## config.mk

```make
export PLATFORM = sky130hd
export DESIGN_NAME = alu_op_sequencer_flat
export DESIGN_NICKNAME = d
export VERILOG_FILES = /design/src/rtl/alu_pkg.sv /design/src/rtl/alu_op_sequencer_if.sv /design/src/rtl/alu_next_op.sv /design/src/rtl/alu_op_sequencer.sv /design/src/flat_wrapper.sv
export SDC_FILE = /design/constraint.sdc
export NUM_CORES = 1
export LEC_CHECK = 0
export CAP_MARGIN = 20
export CORE_MARGIN = 5
export CORE_UTILIZATION = 45
export DETAILED_ROUTE_END_ITERATION = 12
export PLACE_DENSITY = 0.67
export RECOVER_POWER = 25
export REMOVE_ABC_BUFFERS = 1
export SYNTH_ARGS = -nofsm -noshare
export SYNTH_HDL_FRONTEND = slang
export SYNTH_HIERARCHICAL = 1
export SYNTH_SLANG_ARGS = --single-unit
```

## constraint.sdc

```tcl
create_clock -name clk -period 4.9 [get_ports clk]
set_clock_uncertainty 0.1 [all_clocks]
set_input_delay 1.47 -clock clk [delete_from_list [all_inputs] [get_ports clk]]
set_output_delay 1.47 -clock clk [all_outputs]
set_load 0.05 [all_outputs]
```

## src/rtl/alu_pkg.sv

```systemverilog
// ---------------------------------------------------------------------------
// alu_pkg
// Shared definitions for the ALU operation sequencer:
//   - default ALU operand / opcode / result widths
//   - opcode encodings of the 4-bit ALU (ascending sweep order)
//   - sequencer FSM state encoding
// ---------------------------------------------------------------------------
package alu_pkg;

  localparam int ALU_OPND_W = 4;
  localparam int ALU_SEL_W  = 3;
  localparam int ALU_OUT_W  = 8;
  localparam int ALU_N_OPS  = 2 ** ALU_SEL_W;

  localparam logic [ALU_SEL_W-1:0] OP_ADD = 3'd0;
  localparam logic [ALU_SEL_W-1:0] OP_SUB = 3'd1;
  localparam logic [ALU_SEL_W-1:0] OP_MUL = 3'd2;
  localparam logic [ALU_SEL_W-1:0] OP_DIV = 3'd3;
  localparam logic [ALU_SEL_W-1:0] OP_LSL = 3'd4;
  localparam logic [ALU_SEL_W-1:0] OP_LSR = 3'd5;
  localparam logic [ALU_SEL_W-1:0] OP_AND = 3'd6;
  localparam logic [ALU_SEL_W-1:0] OP_OR  = 3'd7;

  typedef enum logic [2:0] {
    ST_IDLE  = 3'd0,
    ST_DRIVE = 3'd1,
    ST_WAIT  = 3'd2,
    ST_CAPT  = 3'd3,
    ST_DONE  = 3'd4
  } seq_state_t;

endpackage

```

## src/rtl/alu_op_sequencer_if.sv

```systemverilog
// ---------------------------------------------------------------------------
// alu_op_sequencer_if
// Bus between the sequencer and the combinational ALU.
//   alu_a, alu_b  : operands to the ALU
//   alu_sel       : opcode to the ALU
//   alu_out       : ALU result
//   alu_cflag     : ALU carry flag
//   alu_zflag     : ALU zero flag
// Modports: master = sequencer side, slave = ALU side.
// ---------------------------------------------------------------------------
interface alu_op_sequencer_if
  import alu_pkg::*;
#(
  parameter int OPND_W = ALU_OPND_W,
  parameter int SEL_W  = ALU_SEL_W,
  parameter int OUT_W  = ALU_OUT_W
) ();

  logic [OPND_W-1:0] alu_a;
  logic [OPND_W-1:0] alu_b;
  logic [SEL_W-1:0]  alu_sel;
  logic [OUT_W-1:0]  alu_out;
  logic              alu_cflag;
  logic              alu_zflag;

  modport master (
    output alu_a, alu_b, alu_sel,
    input  alu_out, alu_cflag, alu_zflag
  );

  modport slave (
    input  alu_a, alu_b, alu_sel,
    output alu_out, alu_cflag, alu_zflag
  );

endinterface

```

## src/rtl/alu_next_op.sv

```systemverilog
// ---------------------------------------------------------------------------
// alu_next_op
// Combinational priority finder: returns the lowest enabled opcode strictly
// above idx (or at/above idx when incl=1), plus a flag when none exists.
//   mask     : enabled-opcode bitmap
//   idx      : reference opcode
//   incl     : 1 = idx itself is a candidate
//   next_idx : lowest qualifying opcode (0 when none)
//   none     : no qualifying opcode
// ---------------------------------------------------------------------------
module alu_next_op
  import alu_pkg::*;
#(
  parameter int SEL_W = ALU_SEL_W
) (
  input  logic [2**SEL_W-1:0] mask,
  input  logic [SEL_W-1:0]    idx,
  input  logic                incl,
  output logic [SEL_W-1:0]    next_idx,
  output logic                none
);

  localparam int N = 2 ** SEL_W;

  logic [N-1:0] cand;

  generate
    for (genvar gi = 0; gi < N; gi++) begin : g_cand
      localparam logic [SEL_W-1:0] K = SEL_W'(gi);
      assign cand[gi] = mask[gi] && ((K > idx) || (incl && (K == idx)));
    end
  endgenerate

  // Scan downward so the lowest candidate is the last one written.
  always_comb begin
    next_idx = '0;
    none     = 1'b1;
    for (int k = N - 1; k >= 0; k--) begin
      if (cand[k]) begin
        next_idx = SEL_W'(k);
        none     = 1'b0;
      end
    end
  end

endmodule

```

## src/rtl/alu_op_sequencer.sv

```systemverilog
// ---------------------------------------------------------------------------
// alu_op_sequencer
// On an accepted start, latches one operand pair and steps the ALU through
// every enabled opcode in ascending order, waiting SETTLE_CYC cycles per
// opcode and capturing {out, cflag, zflag} into a buffer indexed by opcode.
//   clk, rst       : clock, synchronous active-high reset
//   start          : sweep request, accepted only in IDLE
//   a_in, b_in     : operands, sampled on accepted start
//   op_mask        : enabled opcodes, sampled on accepted start
//   alu            : ALU bus (master side)
//   busy, done     : sweep in progress / one-cycle end-of-sweep pulse
//   zero_cnt       : captured results with zflag=1 in last sweep
//   rd_idx         : buffer read index
//   rd_data/cflag/zflag/valid : combinational buffer read port
// ---------------------------------------------------------------------------
module alu_op_sequencer
  import alu_pkg::*;
#(
  parameter int OPND_W     = ALU_OPND_W,
  parameter int SEL_W      = ALU_SEL_W,
  parameter int OUT_W      = ALU_OUT_W,
  parameter int SETTLE_CYC = 1
) (
  input  logic                clk,
  input  logic                rst,
  input  logic                start,
  input  logic [OPND_W-1:0]   a_in,
  input  logic [OPND_W-1:0]   b_in,
  input  logic [2**SEL_W-1:0] op_mask,
  alu_op_sequencer_if.master  alu,
  output logic                busy,
  output logic                done,
  output logic [SEL_W:0]      zero_cnt,
  input  logic [SEL_W-1:0]    rd_idx,
  output logic [OUT_W-1:0]    rd_data,
  output logic                rd_cflag,
  output logic                rd_zflag,
  output logic                rd_valid
);

  localparam int N     = 2 ** SEL_W;
  localparam int CNT_W = 4;

  seq_state_t        state_reg, state_next;
  logic [OPND_W-1:0] a_reg, b_reg;
  logic [SEL_W-1:0]  sel_reg;
  logic [N-1:0]      mask_reg;
  logic [N-1:0]      valid_reg;
  logic [SEL_W:0]    zero_cnt_reg;
  logic              busy_reg;
  logic [CNT_W-1:0]  cnt_reg;

  // Result word layout: {out, cflag, zflag}
  logic [OUT_W+1:0]  res_mem [N];

  logic [N-1:0]      find_mask;
  logic [SEL_W-1:0]  find_idx;
  logic              find_incl;
  logic [SEL_W-1:0]  nx_idx;
  logic              nx_none;

  // In IDLE the finder looks for the lowest opcode of the incoming mask;
  // during the sweep it looks for the next opcode above the current one.
  assign find_mask = (state_reg == ST_IDLE) ? op_mask : mask_reg;
  assign find_idx  = (state_reg == ST_IDLE) ? '0 : sel_reg;
  assign find_incl = (state_reg == ST_IDLE);

  alu_next_op #(.SEL_W(SEL_W)) u_next_op (
    .mask     (find_mask),
    .idx      (find_idx),
    .incl     (find_incl),
    .next_idx (nx_idx),
    .none     (nx_none)
  );

  always_ff @(posedge clk) begin
    if (rst) state_reg <= ST_IDLE;
    else     state_reg <= state_next;
  end

  always_comb begin
    state_next = state_reg;
    case (state_reg)
      ST_IDLE:  if (start) state_next = nx_none ? ST_DONE : ST_DRIVE;
      ST_DRIVE: state_next = (SETTLE_CYC == 0) ? ST_CAPT : ST_WAIT;
      ST_WAIT:  if (cnt_reg == CNT_W'(1)) state_next = ST_CAPT;
      ST_CAPT:  state_next = nx_none ? ST_DONE : ST_DRIVE;
      ST_DONE:  state_next = ST_IDLE;
      default:  state_next = ST_IDLE;
    endcase
  end

  always_ff @(posedge clk) begin
    if (rst) begin
      a_reg        <= '0;
      b_reg        <= '0;
      sel_reg      <= '0;
      mask_reg     <= '0;
      valid_reg    <= '0;
      zero_cnt_reg <= '0;
      busy_reg     <= 1'b0;
      cnt_reg      <= '0;
    end else begin
      case (state_reg)
        ST_IDLE: begin
          if (start) begin
            a_reg        <= a_in;
            b_reg        <= b_in;
            mask_reg     <= op_mask;
            valid_reg    <= '0;
            zero_cnt_reg <= '0;
            busy_reg     <= 1'b1;
            if (!nx_none) sel_reg <= nx_idx;
          end
        end
        ST_DRIVE: cnt_reg <= CNT_W'(SETTLE_CYC);
        ST_WAIT:  cnt_reg <= cnt_reg - CNT_W'(1);
        ST_CAPT: begin
          valid_reg[sel_reg] <= 1'b1;
          zero_cnt_reg       <= zero_cnt_reg + {{SEL_W{1'b0}}, alu.alu_zflag};
          if (!nx_none) sel_reg <= nx_idx;
        end
        ST_DONE:  busy_reg <= 1'b0;
        default:  ;
      endcase
    end
  end

  // Buffer contents need no reset: the valid bits gate every read.
  always_ff @(posedge clk) begin
    if (state_reg == ST_CAPT) res_mem[sel_reg] <= {alu.alu_out, alu.alu_cflag, alu.alu_zflag};
  end

  logic [OUT_W+1:0] rd_word;
  assign rd_word  = res_mem[rd_idx];
  assign rd_valid = valid_reg[rd_idx];
  assign rd_data  = rd_valid ? rd_word[OUT_W+1:2] : '0;
  assign rd_cflag = rd_valid & rd_word[1];
  assign rd_zflag = rd_valid & rd_word[0];

  assign alu.alu_a   = a_reg;
  assign alu.alu_b   = b_reg;
  assign alu.alu_sel = sel_reg;
  assign busy        = busy_reg;
  assign done        = (state_reg == ST_DONE);
  assign zero_cnt    = zero_cnt_reg;

endmodule

```

## src/flat_wrapper.sv

```systemverilog
// flat-port wrapper written by rule: the top's interface ports become plain ports
module alu_op_sequencer_flat import alu_pkg::*;
#(
  parameter int OPND_W     = ALU_OPND_W,
  parameter int SEL_W      = ALU_SEL_W,
  parameter int OUT_W      = ALU_OUT_W,
  parameter int SETTLE_CYC = 1
)
  (clk, rst, start, a_in, b_in, op_mask, busy, done, zero_cnt, rd_idx, rd_data, rd_cflag, rd_zflag, rd_valid, alu_alu_a, alu_alu_b, alu_alu_sel, alu_alu_out, alu_alu_cflag, alu_alu_zflag);
  alu_op_sequencer_if #(.OPND_W(OPND_W), .SEL_W(SEL_W), .OUT_W(OUT_W)) alu_i ();
  input  logic clk;
  input  logic rst;
  input  logic start;
  input  logic [OPND_W-1:0] a_in;
  input  logic [OPND_W-1:0] b_in;
  input  logic [2**SEL_W-1:0] op_mask;
  output logic busy;
  output logic done;
  output logic [SEL_W:0] zero_cnt;
  input  logic [SEL_W-1:0] rd_idx;
  output logic [OUT_W-1:0] rd_data;
  output logic rd_cflag;
  output logic rd_zflag;
  output logic rd_valid;
  output wire logic [$bits(alu_i.alu_a)-1:0] alu_alu_a;
  output wire logic [$bits(alu_i.alu_b)-1:0] alu_alu_b;
  output wire logic [$bits(alu_i.alu_sel)-1:0] alu_alu_sel;
  input wire logic [$bits(alu_i.alu_out)-1:0] alu_alu_out;
  input wire logic [$bits(alu_i.alu_cflag)-1:0] alu_alu_cflag;
  input wire logic [$bits(alu_i.alu_zflag)-1:0] alu_alu_zflag;
  assign alu_alu_a = alu_i.alu_a;
  assign alu_alu_b = alu_i.alu_b;
  assign alu_alu_sel = alu_i.alu_sel;
  assign alu_i.alu_out = alu_alu_out;
  assign alu_i.alu_cflag = alu_alu_cflag;
  assign alu_i.alu_zflag = alu_alu_zflag;
  alu_op_sequencer #(.OPND_W(OPND_W), .SEL_W(SEL_W), .OUT_W(OUT_W), .SETTLE_CYC(SETTLE_CYC)) u_core (.clk(clk), .rst(rst), .start(start), .a_in(a_in), .b_in(b_in), .op_mask(op_mask), .alu(alu_i), .busy(busy), .done(done), .zero_cnt(zero_cnt), .rd_idx(rd_idx), .rd_data(rd_data), .rd_cflag(rd_cflag), .rd_zflag(rd_zflag), .rd_valid(rd_valid));
endmodule
```

# Word-level counts from Yosys, hierarchy flattened
# Memory sizes are Yosys's and may differ from the RTL's.
# Index checks and enable logic that the tools add are counted.
# op_classes
addsub	2
n_lt_le_gt_ge	11
n_eq_ne	14
mux	39
n_bitwise	3
reduce_logical	34
# op_table
operator	count
two-way mux 3 bit	14
two-way mux 8 bit	3
logical AND 1 bit	17
one-hot mux 4 bit (2 select lines)	2
one-hot mux 8 bit (2 select lines)	1
two-way mux 1 bit	13
== test 3 bit, first input constant	4
greater-than comparator 3 bit, first input constant	4
one-hot mux 3 bit (4 select lines)	1
logical OR 1 bit	8
less-than comparator 3 x 4 -> 1 bit, second input constant	2
OR 8 bit	1
AND reduction 2 bit	4
== test 2 x 3 -> 1 bit, first input constant	2
== test 3 x 2 -> 1 bit, second input constant	2
greater-than comparator 1 x 3 -> 1 bit, first input constant	2
greater-than comparator 2 x 3 -> 1 bit, first input constant	2
zero test 3 bit	2
one-hot mux 3 bit (2 select lines)	1
nonzero test 2 bit	3
adder 4 x 1 -> 4 bit	1
== test 4 x 1 -> 1 bit, second input constant	1
two-way mux 4 bit	1
subtractor 4 x 1 -> 4 bit, second input constant	1
other kinds (10)	11
# totals
reg_bits	39
mem_bits_rw	80
inputBits	32
output_inout_bits	28
elab_cells	113
memories	1
# mem_list
memory	depth	width	read_ports	rd_ports_with_merged_regs	write_ports	line_no	source
u_core.res_mem	8	10	1	0	1	alu_op_sequencer.sv:54	logic [OUT_W+1:0] res_mem [N];

# Longest topological paths before layout
# depth
ltp_word	17
ltp_mapped	12
depth_no_buf	10

# Hierarchy
# The synthesis kept the hierarchy.
# modules_own_cells
module	instances	cells_each	area_per_inst_um2	seq_area_each_um2
alu_op_sequencer	1	338	4922.2	3183.1
alu_next_op	1	50	272.8	0.0

# Least setup slack after synthesis
# OpenSTA, ideal clock, no wires.
# synth_timing
kind	input -> output
from	input port rd_idx[0]
to	output port rd_cflag
arrival_ns	2.688
required_time_ns	3.330
slack_ns	0.642
cell_stages	4
n_path_buf	1
cell_sequence	buf_4 > mux4_2 > mux2i_1 > nor2_1
# synth_between
elab_chain_cells	3
word_cells_on_any_way	4
cone_classes	mux (2); bitwise (1); memory (1)
# synth_rtl
item	line_no	source
start, declared	flat_wrapper.sv:20	input logic [SEL_W-1:0] rd_idx;
binary-select mux 1 bit (select 3 bit)	alu_op_sequencer.sv:136	assign rd_valid = valid_reg[rd_idx];
two-way mux 1 bit (implied by the code)	alu_op_sequencer.sv:136	
AND 1 bit (*)	alu_op_sequencer.sv:138	assign rd_cflag = rd_valid & rd_word[1];
end, declared	flat_wrapper.sv:22	output logic rd_cflag;
# Every way passes the cells marked *; elsewhere a longest branch is shown, timed or not. The select of a mux whose other input is x is not followed.

# Worst setup path after layout
# layout_timing
from	input port rd_idx[1]
to	output port rd_data[6]
# layout_between
elab_chain_cells	3
word_cells_on_any_way	4
cone_classes	mux (3); memory (1)
# layout_rtl
item	line_no	source
binary-select mux 1 bit (select 3 bit)	alu_op_sequencer.sv:136	
two-way mux 1 bit (implied by the code)	alu_op_sequencer.sv:136	
two-way mux 8 bit (*)	alu_op_sequencer.sv:137	assign rd_data = rd_valid ? rd_word[OUT_W+1:2] : '0;
end, declared	flat_wrapper.sv:21	output logic [OUT_W-1:0] rd_data;
# Marked as above.

==> run metrics <==
Reg clk slew, reported paths=0.06 ns; initial antenna violation count=0; DRC viols=0; total power=just over 3 mW; post-CTS setup buffer count=0; Tot GR Track Use=16.1%; WP data required=3.33 ns; Via density=5.34; post-CTS sizing=0; H-tree depth=4; Final Max Slew Viols=0; Max VDD drop=252 uV; FP Rows=39; CP arrival=3.26 ns; CORE AREA=11,400 sq um; post-synthesis cell area=5190 sq um; Starting Density=45.7%; CTS buffer count=17; placed cells=just under 600; Detail Placement HPWL=around 7000 microns; Port Buffer Count=just under 60; die area=between 10,000 and 15,000 sq um; startpoint types=primary input; Worst Setup Slack, final=0.0664 ns; FFs w/ async S/R, synth=0%; 1st-iter DRT viols=220; worst slack, placed=0.0598 ns; # clock sinks=~120; Leak Pwr=2.32 nW; Post-synth EDFFs=80; clock tree buffer depth=2; final-report hold violation count=0; Setup Total Neg Slack=0 ns; total global routing overflow=0; sequential area share after synthesis=61.3%; Finished Core Util=57.9%; DP Area=5950 sq um; CTS tree=done; Period Utilization, post-route=between 90% and 100%; relative slew slack=about a third; share of cells above drive strength 1=21.5%; kind of critical path=primary input to output pin; cts hold-fix bufs=0; post-synth cell types=47; worst-margin pin slew=0.978 ns; worst hold slack=0.355 ns; Ys Warns=6; Final Cell Area=approximately 6600 sq um; CP max FO=4; Cells after Synth=388; final setup fails=0; routed wire length=10,800 microns; crit path time final=approximately 4.8 ns; DR WL/cell=17.5 microns; Filler Cell Count=between 900 and 1,000; num ports=60; min-delay worst type=flip-flop to flip-flop; vias in the first global route=3,356; CP Capture Type=output pin; ys flop type=edfxtp_1; first-pass GRT wire length=~17,000 microns; max-cap violation count=0; Area growth syn-to-layout=26.8%; Syn Area/Cell=13.4 sq um; Clk Latency, worst-skew pair=0.41 ns; largest net degree at the start of global routing=34; GP Congestion=0.772; Pwr per Cell Area=463 nW/um^2; CTS root buffer=clkbuf_16; FF+latch count, synth=119; Routed Antenna Nets=0; status=complete, no violations; Finished Layout Cells=618; highest clock rate=207 MHz; die outline height=around 120 microns; Pre-antenna DRT Iters=4; Via Count=3,299; max reg flops=80; Post-layout nets=498; n_diodes=0; Die Width=117 microns
## cell families (layout without fill, tap and decap cells)
logic type | after synthesis | in the layout | share of synthesized area (%)
and+or+nand+nor | 126 | 126 | 13.0
buffers and inverters | 29 | 116 | 3.20
AOI/OAI and AO/OA | 64 | 64 | 7.20
adders and majority gates | 5 | 5 | 1.16
DFF | 119 | 119 | 61.3
xor gates and xnor gates | 1 | 1 | 0.169
muxes | 44 | 44 | 14.0
## layer usage
layer	vias up	track usage (%)	part of all wire, %
met1	1598	19.7	43
met3	12	5.73	6.4
li1	1591	-	-
met4	0	5.08	1.1
met5	-	0	0
met2	98	26.7	50
## path summary, 6_finish.rpt
| path | from | slack (ns) | depth (start not counted) | endpoint |
|---|---|---|---|---|
| worst min-delay path | u_core/mask_reg[5] | 0.35 | 2 | u_core/mask_reg[5] |
| worst max-delay path | rd_idx[1] | 0.07 | 6 | rd_data[6] |
| worst max register to register | u_core/state_reg[0] | 1.61 | 10 | u_core/alu.alu_sel[2] |
| worst min register to register | u_core/mask_reg[5] | 0.35 | 2 | u_core/mask_reg[5] |
## critical path: stages
cell and delay [ns]:
clkdlybuf4s50_1 0.56, mux4_2 0.56, mux2i_4 0.21, buf_2 0.21, nor2_1 0.07, buf_4 0.19
## cell usage after synthesis (all sizes together), types with 2 or more instances
master   n  share of area, %
o31ai    2              0.29
a21boi   2              0.29
o211ai   2              0.39
ha       4              0.96
and2     3              0.36
mux4    22               9.5
nor4b    3              0.79
nand3b   4              0.82
a21oi   31               3.0
nor3     9              0.96
nand4b   2              0.34
clkbuf   5              0.36
o21a    10               1.4
nand2   42               3.0
o21ai   13               1.3
nor2b    9               1.2
nand2b  11               1.3
or2      2              0.24
nor3b    4              0.58
nand3    7              0.67
mux2     8               1.7
nor2    25               1.8
dfxtp   39                15
edfxtp  80                46
inv      7              0.51
buf     17               2.3
mux2i   14               2.7
## cell usage in the layout (no fill, tap or decap), drive strengths merged, types with 3 or more instances in the layout
cell type and instances:
a21oi 31, and2 3, buf 29, bufinv 3, clkbuf 17, clkdlybuf4s50 40
clkinv 4, dfxtp 39, dlygate4sd3 7, edfxtp 80, ha 4, inv 13
mux2 8, mux2i 14, mux4 22, nand2 42, nand2b 11, nand3 7
nand3b 4, nor2 25, nor2b 9, nor3 9, nor3b 4, nor4b 3
o21a 10, o21ai 13
## power breakdown
| part | switching [mW] | internal (mW) |
|---|---|---|
| Clock | 0.460 | 0.810 |
| Combinational | 0.325 | 0.253 |
| Sequential | 0.0757 | 1.13 |
## final cells by class
cell class	count	area (sq um)	area share, %
Tap cell	143	179	2.72
Sequential cell	119	3180	48.3
Multi-Input combinational cell	240	1870	28.4
Clock buffer	17	425	6.46
Inverter	7	26.3	0.399
Clock inverter	15	189	2.87
Timing Repair Buffer	77	711	10.8
Note: power is estimated with default switching activity, not from simulation.
